### config.mk
export PLATFORM = sky130hd
export DESIGN_NAME = mole_spawner_flat
export DESIGN_NICKNAME = d
export VERILOG_FILES = /design/src/rtl/mole_spawner_if.sv /design/src/rtl/mole_spawner.sv /design/src/flat_wrapper.sv
export SDC_FILE = /design/constraint.sdc
export NUM_CORES = 1
export LEC_CHECK = 0
export ABC_AREA = 1
export BUFFER_PORTS_ARGS = -buffer_cell sky130_fd_sc_hd__buf_2
export CORE_MARGIN = 4
export CORE_UTILIZATION = 40
export CTS_CLUSTER_SIZE = 25
export DETAILED_ROUTE_END_ITERATION = 8
export GPL_ROUTABILITY_DRIVEN = 0
export PLACE_DENSITY_LB_ADDON = 0.25
export SLEW_MARGIN = 10
export SYNTH_ARGS = -nofsm -noshare
export SYNTH_HDL_FRONTEND = slang
export SYNTH_SLANG_ARGS = --single-unit
export TNS_END_PERCENT = 30
### constraint.sdc
create_clock -name i_clk -period 8 [get_ports i_clk]
set_input_delay 0.4 -clock i_clk [delete_from_list [all_inputs] [get_ports i_clk]]
set_output_delay 0.4 -clock i_clk [all_outputs]
set_load 0.02 [all_outputs]
### src/rtl/mole_spawner_if.sv
// mole_spawner_if
//   Bundles the game-side controls, hit requests and round results of the
//   mole spawner.
//   Ports (as signals):
//     i_enable, i_level, i_skip        game control (driven by master)
//     i_hit_valid, i_hit_hole          player press (driven by master)
//     o_mole_mask                      holes with a mole up (driven by slave)
//     o_spawned, o_hit, o_wrong,       single-cycle result pulses (slave)
//     o_round_done
//     o_miss_count                     moles left unhit, valid with o_round_done
//   master: button/debounce + display/score side; slave: the spawner.
interface mole_spawner_if #(
  parameter int NUM_HOLES = 5,
  parameter int MAX_MOLES = 2
);
  localparam int HOLE_W = (NUM_HOLES > 1) ? $clog2(NUM_HOLES) : 1;
  localparam int CNT_W  = $clog2(MAX_MOLES + 1);

  logic                 i_enable;
  logic [1:0]           i_level;
  logic                 i_skip;
  logic                 i_hit_valid;
  logic [HOLE_W-1:0]    i_hit_hole;
  logic [NUM_HOLES-1:0] o_mole_mask;
  logic                 o_spawned;
  logic                 o_hit;
  logic                 o_wrong;
  logic                 o_round_done;
  logic [CNT_W-1:0]     o_miss_count;

  modport master (
    output i_enable, i_level, i_skip, i_hit_valid, i_hit_hole,
    input  o_mole_mask, o_spawned, o_hit, o_wrong, o_round_done, o_miss_count
  );

  modport slave (
    input  i_enable, i_level, i_skip, i_hit_valid, i_hit_hole,
    output o_mole_mask, o_spawned, o_hit, o_wrong, o_round_done, o_miss_count
  );
endinterface

### src/rtl/mole_spawner.sv
// mole_spawner
//   Each round raises up to MAX_MOLES moles on distinct holes (chosen by a
//   16-bit Galois LFSR, poly mask 16'hB400), holds them for CUTOFF >> level
//   clocks, and reports hits, wrong-hole presses and misses.
//   Ports:
//     i_clk   system clock
//     i_rst   synchronous, active-high reset
//     bus     mole_spawner_if.slave: enable/level/skip, hit requests,
//             mole mask and registered result pulses / miss count
module mole_spawner #(
  parameter int          NUM_HOLES = 5,
  parameter int          MAX_MOLES = 2,
  parameter int          CUTOFF    = 1000,
  parameter logic [15:0] LFSR_SEED = 16'hACE1
) (
  input logic           i_clk,
  input logic           i_rst,
  mole_spawner_if.slave bus
);
  localparam int          HOLE_W  = (NUM_HOLES > 1) ? $clog2(NUM_HOLES) : 1;
  localparam int          CNT_W   = $clog2(MAX_MOLES + 1);
  localparam int          DW      = $clog2(CUTOFF + 1);
  localparam logic [15:0] HOLES16 = 16'(NUM_HOLES);

  typedef enum logic [1:0] {IDLE, PICK, UP, CLEAR} state_t;

  state_t               state;
  logic [15:0]          lfsr;
  logic [NUM_HOLES-1:0] mask;
  logic [CNT_W-1:0]     k_r;
  logic [CNT_W-1:0]     placed;
  logic [2:0]           retry;
  logic [DW-1:0]        dwell_r;
  logic [DW-1:0]        cnt;
  logic                 spawned_r, hit_r, wrong_r, done_r;
  logic [CNT_W-1:0]     miss_r;

  logic [15:0]          lfsr_next;
  logic [HOLE_W-1:0]    cand;
  logic [NUM_HOLES-1:0] cand_oh, free_oh, pick_oh, hit_sel, mask_hit;
  logic                 do_place, hit_ok;
  logic [2:0]           lvl_p1;
  logic [CNT_W-1:0]     k_start, placed_inc;
  logic [DW-1:0]        dwell_start;

  function automatic logic [CNT_W-1:0] popcount(input logic [NUM_HOLES-1:0] m);
    logic [CNT_W-1:0] c;
    c = '0;
    for (int unsigned i = 0; i < NUM_HOLES; i++) c = c + CNT_W'(m[i]);
    return c;
  endfunction

  always_comb begin
    lfsr_next = {1'b0, lfsr[15:1]};
    if (lfsr[0]) lfsr_next = lfsr_next ^ 16'hB400;

    cand    = HOLE_W'(lfsr % HOLES16);
    cand_oh = NUM_HOLES'(1) << cand;
    // Lowest clear bit of mask as a one-hot vector.
    free_oh = ~mask & (mask + NUM_HOLES'(1));

    do_place = 1'b0;
    pick_oh  = '0;
    if (retry == 3'd4) begin
      do_place = 1'b1;
      pick_oh  = free_oh;
    end else if ((mask & cand_oh) == '0) begin
      do_place = 1'b1;
      pick_oh  = cand_oh;
    end
    placed_inc = placed + CNT_W'(1);

    // Holes >= NUM_HOLES shift out of the select, so they read as empty
    // and fall through to the wrong-hole path.
    hit_sel  = NUM_HOLES'(1) << bus.i_hit_hole;
    hit_ok   = bus.i_hit_valid && ((mask & hit_sel) != '0);
    mask_hit = hit_ok ? (mask & ~hit_sel) : mask;

    lvl_p1      = {1'b0, bus.i_level} + 3'd1;
    k_start     = (int'(lvl_p1) >= MAX_MOLES) ? CNT_W'(MAX_MOLES) : CNT_W'(lvl_p1);
    dwell_start = DW'(CUTOFF) >> bus.i_level;
  end

  always_ff @(posedge i_clk) begin
    if (i_rst) begin
      state     <= IDLE;
      lfsr      <= LFSR_SEED;
      mask      <= '0;
      k_r       <= '0;
      placed    <= '0;
      retry     <= '0;
      dwell_r   <= '0;
      cnt       <= '0;
      spawned_r <= 1'b0;
      hit_r     <= 1'b0;
      wrong_r   <= 1'b0;
      done_r    <= 1'b0;
      miss_r    <= '0;
    end else begin
      lfsr      <= lfsr_next;
      spawned_r <= 1'b0;
      hit_r     <= 1'b0;
      wrong_r   <= 1'b0;
      done_r    <= 1'b0;
      if (!bus.i_enable) begin
        state <= IDLE;
        mask  <= '0;
      end else begin
        unique case (state)
          IDLE, CLEAR: begin
            state   <= PICK;
            mask    <= '0;
            k_r     <= k_start;
            dwell_r <= dwell_start;
            placed  <= '0;
            retry   <= '0;
          end
          PICK: begin
            if (bus.i_skip) begin
              state  <= CLEAR;
              mask   <= '0;
              done_r <= 1'b1;
              miss_r <= '0;
            end else if (do_place) begin
              mask   <= mask | pick_oh;
              placed <= placed_inc;
              retry  <= '0;
              if (placed_inc == k_r) begin
                spawned_r <= 1'b1;
                cnt       <= dwell_r - DW'(1);
                state     <= UP;
              end
            end else begin
              retry <= retry + 3'd1;
            end
          end
          UP: begin
            hit_r   <= hit_ok;
            wrong_r <= bus.i_hit_valid && !hit_ok;
            // Hit is applied first; skip, last-mole hit or expiry then
            // close the round with the post-hit mask.
            if (bus.i_skip || (hit_ok && mask_hit == '0) || cnt == '0) begin
              state  <= CLEAR;
              mask   <= '0;
              done_r <= 1'b1;
              miss_r <= bus.i_skip ? '0 : popcount(mask_hit);
            end else begin
              mask <= mask_hit;
              cnt  <= cnt - DW'(1);
            end
          end
          default: begin
            state <= IDLE;
            mask  <= '0;
          end
        endcase
      end
    end
  end

  assign bus.o_mole_mask  = mask;
  assign bus.o_spawned    = spawned_r;
  assign bus.o_hit        = hit_r;
  assign bus.o_wrong      = wrong_r;
  assign bus.o_round_done = done_r;
  assign bus.o_miss_count = miss_r;
endmodule

### src/flat_wrapper.sv
// flat-port wrapper written by rule: the top's interface ports become plain ports
module mole_spawner_flat 
#(
  parameter int          NUM_HOLES = 5,
  parameter int          MAX_MOLES = 2,
  parameter int          CUTOFF    = 1000,
  parameter logic [15:0] LFSR_SEED = 16'hACE1
)
  (i_clk, i_rst, bus_i_enable, bus_i_level, bus_i_skip, bus_i_hit_valid, bus_i_hit_hole, bus_o_mole_mask, bus_o_spawned, bus_o_hit, bus_o_wrong, bus_o_round_done, bus_o_miss_count);
  mole_spawner_if #(.NUM_HOLES(NUM_HOLES), .MAX_MOLES(MAX_MOLES)) bus_i ();
  input logic i_clk;
  input logic i_rst;
  input wire logic [$bits(bus_i.i_enable)-1:0] bus_i_enable;
  input wire logic [$bits(bus_i.i_level)-1:0] bus_i_level;
  input wire logic [$bits(bus_i.i_skip)-1:0] bus_i_skip;
  input wire logic [$bits(bus_i.i_hit_valid)-1:0] bus_i_hit_valid;
  input wire logic [$bits(bus_i.i_hit_hole)-1:0] bus_i_hit_hole;
  output wire logic [$bits(bus_i.o_mole_mask)-1:0] bus_o_mole_mask;
  output wire logic [$bits(bus_i.o_spawned)-1:0] bus_o_spawned;
  output wire logic [$bits(bus_i.o_hit)-1:0] bus_o_hit;
  output wire logic [$bits(bus_i.o_wrong)-1:0] bus_o_wrong;
  output wire logic [$bits(bus_i.o_round_done)-1:0] bus_o_round_done;
  output wire logic [$bits(bus_i.o_miss_count)-1:0] bus_o_miss_count;
  assign bus_i.i_enable = bus_i_enable;
  assign bus_i.i_level = bus_i_level;
  assign bus_i.i_skip = bus_i_skip;
  assign bus_i.i_hit_valid = bus_i_hit_valid;
  assign bus_i.i_hit_hole = bus_i_hit_hole;
  assign bus_o_mole_mask = bus_i.o_mole_mask;
  assign bus_o_spawned = bus_i.o_spawned;
  assign bus_o_hit = bus_i.o_hit;
  assign bus_o_wrong = bus_i.o_wrong;
  assign bus_o_round_done = bus_i.o_round_done;
  assign bus_o_miss_count = bus_i.o_miss_count;
  mole_spawner #(.NUM_HOLES(NUM_HOLES), .MAX_MOLES(MAX_MOLES), .CUTOFF(CUTOFF), .LFSR_SEED(LFSR_SEED)) u_core (.i_clk(i_clk), .i_rst(i_rst), .bus(bus_i));
endmodule
Word-level counts from Yosys, hierarchy flattened
Index checks and enable logic that the tools add are counted.
{"block": "word_totals", "ff_bits": 56, "latch_bits": 0, "ramBits": 0, "mem_bits_ro": 0, "input_bits": 10, "out_inout_bits": 11, "mem_count": 0}
{"block": "classes", "add_sub_neg": 10, "multipliers": 0, "div_mod_pow": 1, "magnitude_cmp": 1, "n_eq_ne": 13, "shifts": 3, "n_mux": 35, "n_bitwise": 12, "n_reduce_logical": 23}
{"operator": "$mux 10", "n": 4}
{"operator": "$mux 5", "n": 6}
{"operator": "$and 5x5->5", "n": 4}
{"operator": "$mux 2", "n": 10}
{"operator": "$pmux 10 s2", "n": 1}
{"operator": "$sub 10x1->10 const B", "n": 2}
{"operator": "$mod 16x3->16 const B", "n": 1}
{"operator": "$mux 16", "n": 1}
{"operator": "$pmux 5 s3", "n": 1}
{"operator": "$logic_not 10->1", "n": 1}
{"operator": "$logic_not 5->1", "n": 2}
{"operator": "$not 5->5", "n": 2}
{"operator": "$shl 1x3->5 const A", "n": 2}
{"operator": "$shr 10x2->10 const A", "n": 1}
{"operator": "$pmux 2 s2", "n": 2}
{"operator": "$reduce_and 4->1", "n": 2}
{"operator": "$add 2x1->2", "n": 3}
{"operator": "$mux 3", "n": 2}
{"operator": "$ne 2x1->1 const B", "n": 3}
{"operator": "$ne 2x2->1 const B", "n": 3}
{"operator": "$ne 3x2->1 const B", "n": 2}
{"operator": "$pmux 2 s3", "n": 1}
{"operator": "$pmux 3 s2", "n": 1}
{"operator": "$reduce_and 3->1", "n": 2}
{"operator": "other kinds (26)", "n": 39}

Longest topological paths before layout
{"block": "depth", "word_depth": 12, "mapped_depth": 79, "depth_no_buf": 79}

Worst setup path after synthesis
Ideal clock, no wire load.
{"block": "synth_path", "path_kind": "register -> register", "from": "reg u_core.lfsr[14]", "to": "reg u_core.cnt[9]", "setup_time_ns": 0.115, "arrival_ns": 6.440, "required_ns": 7.885, "slack_ns": 1.445, "stages_incl_launch_ff": 76, "n_path_buf": 1, "period_less_slack_ns": 6.555, "cell_sequence": "dfxtp_1 > inv_1 > nand3_1 > nand2_1 > clkinv_1 > nand2_1 > a21boi_2 > nand2_2 > nand2_2 > nand2_1 > nand2_2 > inv_2 > nand2_2 > nand2_2 > nand2_1 > nand2_2 > inv_2 > nand2_4 > (+40 left out) > ha_1 > inv_1 > or2_2 > nand3_1 > nand2_1 > nor2_4 > nand2_2 > nand2_2 > inv_2 > nand4_1 > nand3_2 > o21bai_4 > nand2_4 > nand2_4 > buf_12 > nand3_1 > nand2_1 > nor2_1"}
{"block": "synth_via", "elab_chain_cells": 8}
{"item": "from (decl)", "line": "mole_spawner.sv:28", "rtl": "logic [15:0] lfsr;"}
{"item": "from (signal assigned)", "line": "mole_spawner.sv:100", "rtl": "lfsr <= lfsr_next;"}
{"item": "$mod 16x3->16", "line": "mole_spawner.sv:57", "rtl": "cand = HOLE_W'(lfsr % HOLES16);"}
{"item": "$shl 1x3->5", "line": "mole_spawner.sv:58", "rtl": "cand_oh = NUM_HOLES'(1) << cand;"}
{"item": "$and 5x5->5", "line": "mole_spawner.sv:67", "rtl": "end else if ((mask & cand_oh) == '0) begin"}
{"item": "$logic_not 5->1", "line": "mole_spawner.sv:67"}
{"item": "$mux 1", "line": "mole_spawner.sv:67"}
{"item": "$mux 1", "line": "mole_spawner.sv:64", "rtl": "if (retry == 3'd4) begin"}
{"item": "$ne 2x1->1 (no source line)"}
{"item": "$reduce_and 6->1 (no source line)"}
{"item": "to (signal assigned)", "line": "mole_spawner.sv:130", "rtl": "cnt <= dwell_r - DW'(1);"}
{"item": "to (signal assigned)", "line": "mole_spawner.sv:149", "rtl": "cnt <= cnt - DW'(1);"}
{"item": "to (decl)", "line": "mole_spawner.sv:34", "rtl": "logic [DW-1:0] cnt;"}
Every way passes these cells.
A chain may end at the register's enable or synchronous reset.

Final worst setup path
{"block": "layout_path", "from": "reg u_core.lfsr[13]", "to": "reg u_core.state[0]"}
{"block": "layout_via", "elab_chain_cells": 8}
{"item": "$mod 16x3->16", "line": "mole_spawner.sv:57"}
{"item": "$shl 1x3->5", "line": "mole_spawner.sv:58"}
{"item": "$and 5x5->5", "line": "mole_spawner.sv:67"}
{"item": "$logic_not 5->1", "line": "mole_spawner.sv:67"}
{"item": "$mux 1", "line": "mole_spawner.sv:67"}
{"item": "$mux 1", "line": "mole_spawner.sv:64"}
{"item": "$ne 3x2->1 (no source line)"}
{"item": "$reduce_and 3->1 (no source line)"}
{"item": "to (signal assigned)", "line": "mole_spawner.sv:86", "rtl": "state <= IDLE;"}
{"item": "to (signal assigned)", "line": "mole_spawner.sv:106", "rtl": "state <= IDLE;"}
{"item": "to (signal assigned)", "line": "mole_spawner.sv:111", "rtl": "state <= PICK;"}
{"item": "to (decl)", "line": "mole_spawner.sv:27", "rtl": "state_t state;"}
Every way passes these cells.

==> impl_metrics.toml <==
[sta]
slew_viol_final = 0
finClkSkew_ns = 0.0163
setup_viol = 0
finalHoldViolCount = 0
tightest_slew_ns = 0.726
fmax_mhz = 138
fin_crit_sh_pct = 90.6
slew_headroom_pct = 51.6
finalWorstPathRequiredPeriod_ns = 7.25

[die]
die_w_um = 110
io_pins = 21
rows = 36
die_height_um = 110
dieArea_sq_um = 12000
core-area_sq_um = 9910
start_util_pct = 41.8

[synthesis]
synth_nets = 668
ys_async_sr_fraction_pct = 0
synth_edf_count = 0
synth.top_cell.area_share_pct = 25.6
synthCells = 646
synth_warnings = 0
synth_common_cells = "nand2_1, nand3_1, inv_1"
netlist_top_cells_area = "dfxtp_1, nand2_1, nand3_1, inv_1, nand2_2"
synth_area_sq_um = 4140
yosys_register_bits = 53
seq_area_frac_synth_pct = 25.6
synth_ff_type = "dfxtp_1"
yosysMostFrequentCell = "nand2_1"
synth.distinct_cells = 45
syn_avg_cell_area_sq_um = 6.41
yosys.area.top_type = "dfxtp_1"

[clock_network]
cts_tree = "yes"
clock-root-buffer = "clkbuf_8"
cts.sinks = 53
worstSkewPairLatency_ns = 0.31
htree_levels = 2
cts.hold.buffers_added = 0
clkTransAtPathRegs_ns = 0.10
clockBufferDepth = 2
numCtsBuffers = 5

[critical_path]
cp.required_ns = 8.21
worstSetupPathType = "reg2reg"
start_kind = "flip-flop"
critical_path_arrival_ns = 7.46
path_common_cell = "nand2_2"
cpPeakStageDelay_ns = 0.35
cp_max_fo = 7
r2r_slack_ns = 0.75
crit_path_top_delay_cell = "dfxtp_2"
end_kind = "flip-flop"

[worst_hold_path]
hp-class = "in2reg"

[placed_design]
port-buffer-count = 20
dp_cells = 791
hpwl_um = 6780

[grt]
antenna_found_initial = 0
grt_pass1_wl_um = 15900
grt_pass1_vias = 3677
grt_usage_pct = 15.9
grt-ovfl-total = 0
grt_max_degree = 24

[detailed_routing]
drt_iter0_markers = 226
wire_per_inst_um = 11.4
detail-route-antenna-nets = 0
vias_per_cell = 5.00
vias = 4002
drc = 0
firstDrtPassIters = 5
routed_wl_um = 9120

[final_layout]
nets = 690
layoutNonFillerInstCount = 801
multiInputGateArea_sq_um = 2810
fillers = 1078
antennaDiodeCount = 0
syn_to_final_growth_pct = 11.0
final_util_pct = 46.4
seqCellArea_sq_um = 1060
layout-drive-gt1-share_pct = 21.4

[outcome]
status = "finished, final reports clean"

[flow_run]
cap_violations = 0
[metrics by stage]
stage          TNS [ns]  hold slack [ns]  cell area [sq um]  worst slack, ns
6_report              0            0.285               4600            0.749
5_1_grt          -0.478            0.291               4600          -0.0879
4_1_cts               0            0.276               4420            0.575
3_5_place_dp          0            0.452               4340            0.621
3_3_place_gp          0            0.450               4340            0.921
2_1_floorplan         0            0.436               4140             1.45
[cells by family (layout without fill, tap and decap cells)]
| family | after synthesis | after routing | synth area share, % |
|---|---|---|---|
| buf+inv | 99 | 121 | 10.1 |
| simple gates | 389 | 389 | 45.5 |
| fa+ha+maj | 12 | 12 | 3.99 |
| compound gates | 74 | 74 | 10.6 |
| flops | 53 | 53 | 25.6 |
| xor+xnor | 14 | 14 | 2.96 |
| mux | 5 | 5 | 1.30 |
[registers in the layout (all words and copies together), names as in the netlist]
register                 cells
u_core.lfsr                 16
u_core.cnt                  10
u_core.dwell_r               8
u_core.bus.o_mole_mask       5
u_core.retry                 3
u_core.bus.o_miss_count      2
u_core.placed                2
u_core.state                 2
u_core.bus.o_hit             1
u_core.bus.o_round_done      1
u_core.bus.o_spawned         1
u_core.bus.o_wrong           1
u_core.k_r                   1
[layer usage]
metal	up-vias	GRT usage [%]	share of wire (%)
met3	5	2.94	2.8
met2	38	27.9	49
met4	0	3.21	0.90
met1	1817	20.4	48
met5	-	0	0
li1	2142	-	-
[final cells by class]
type / count / area share (%)
Clock inverter: 2 / 0.299
Multi-Input combinational cell: 494 / 61.2
Timing Repair Buffer: 24 / 2.83
Tap cell: 133 / 3.62
Clock buffer: 5 / 1.50
Sequential cell: 53 / 23.2
Inverter: 90 / 7.41
[path summary, 6_finish.rpt]
check                                  startpoint                end  cells after the start
worst max-delay path              u_core.lfsr[13]    u_core.state[0]                     69
worst min-delay path               bus_i_level[0]  u_core.dwell_r[3]                      2
worst max register to register    u_core.lfsr[13]    u_core.state[0]                     69
worst min register to register  u_core.dwell_r[6]  u_core.dwell_r[6]                      2
[cell usage in the layout, fill, tap and decap left out, types with 2 or more instances in the layout]
master    netlist  routed
a221oi_1        2       2
nand3_1        79      71
buf_2           0      20
nor3_1         12      12
nand3_4         1       4
inv_1          66      65
nand2_2        34      38
nor2_1         53      51
clkbuf_8        0       5
nand3_2        13      18
or2_2           5       5
buf_4           0       4
o21ai_1         6       6
a21o_1          2       2
nor2_4          2       2
xnor2_1         6       6
mux2i_1         4       4
fa_1            2       2
nand2_1       163     155
nand4_1        14      14
a211oi_1        2       2
ha_1           10       9
dfxtp_2         0       3
clkinv_1        6       6
nor4_1          4       4
o21ai_0        17      17
nand3b_1        2       2
a21oi_1        34      33
nand2_4         5       8
nor2_2          1       3
xor2_1          8       7
inv_2          16      17
clkinv_2        2       3
a21oi_2         3       3
dfxtp_1        53      50
[worst max-delay path: cells and delay by family, from the launching register on]
family          cells  cell delay (ns)
compound gates      2             0.37
xor+xnor            1             0.24
fa+ha+maj           2             0.38
buf+inv             9             0.61
flops               1             0.35
simple gates       55             5.16
[repair_timing]
item	CTS	global route
setup buffers	0	3
endpoints found under the setup margin	0	23
resized for setup	0	35
hold endpoints to repair	0	0
Power is not shown: default switching activity piles up to over one toggle a cycle in this logic, so the estimate is an artifact.
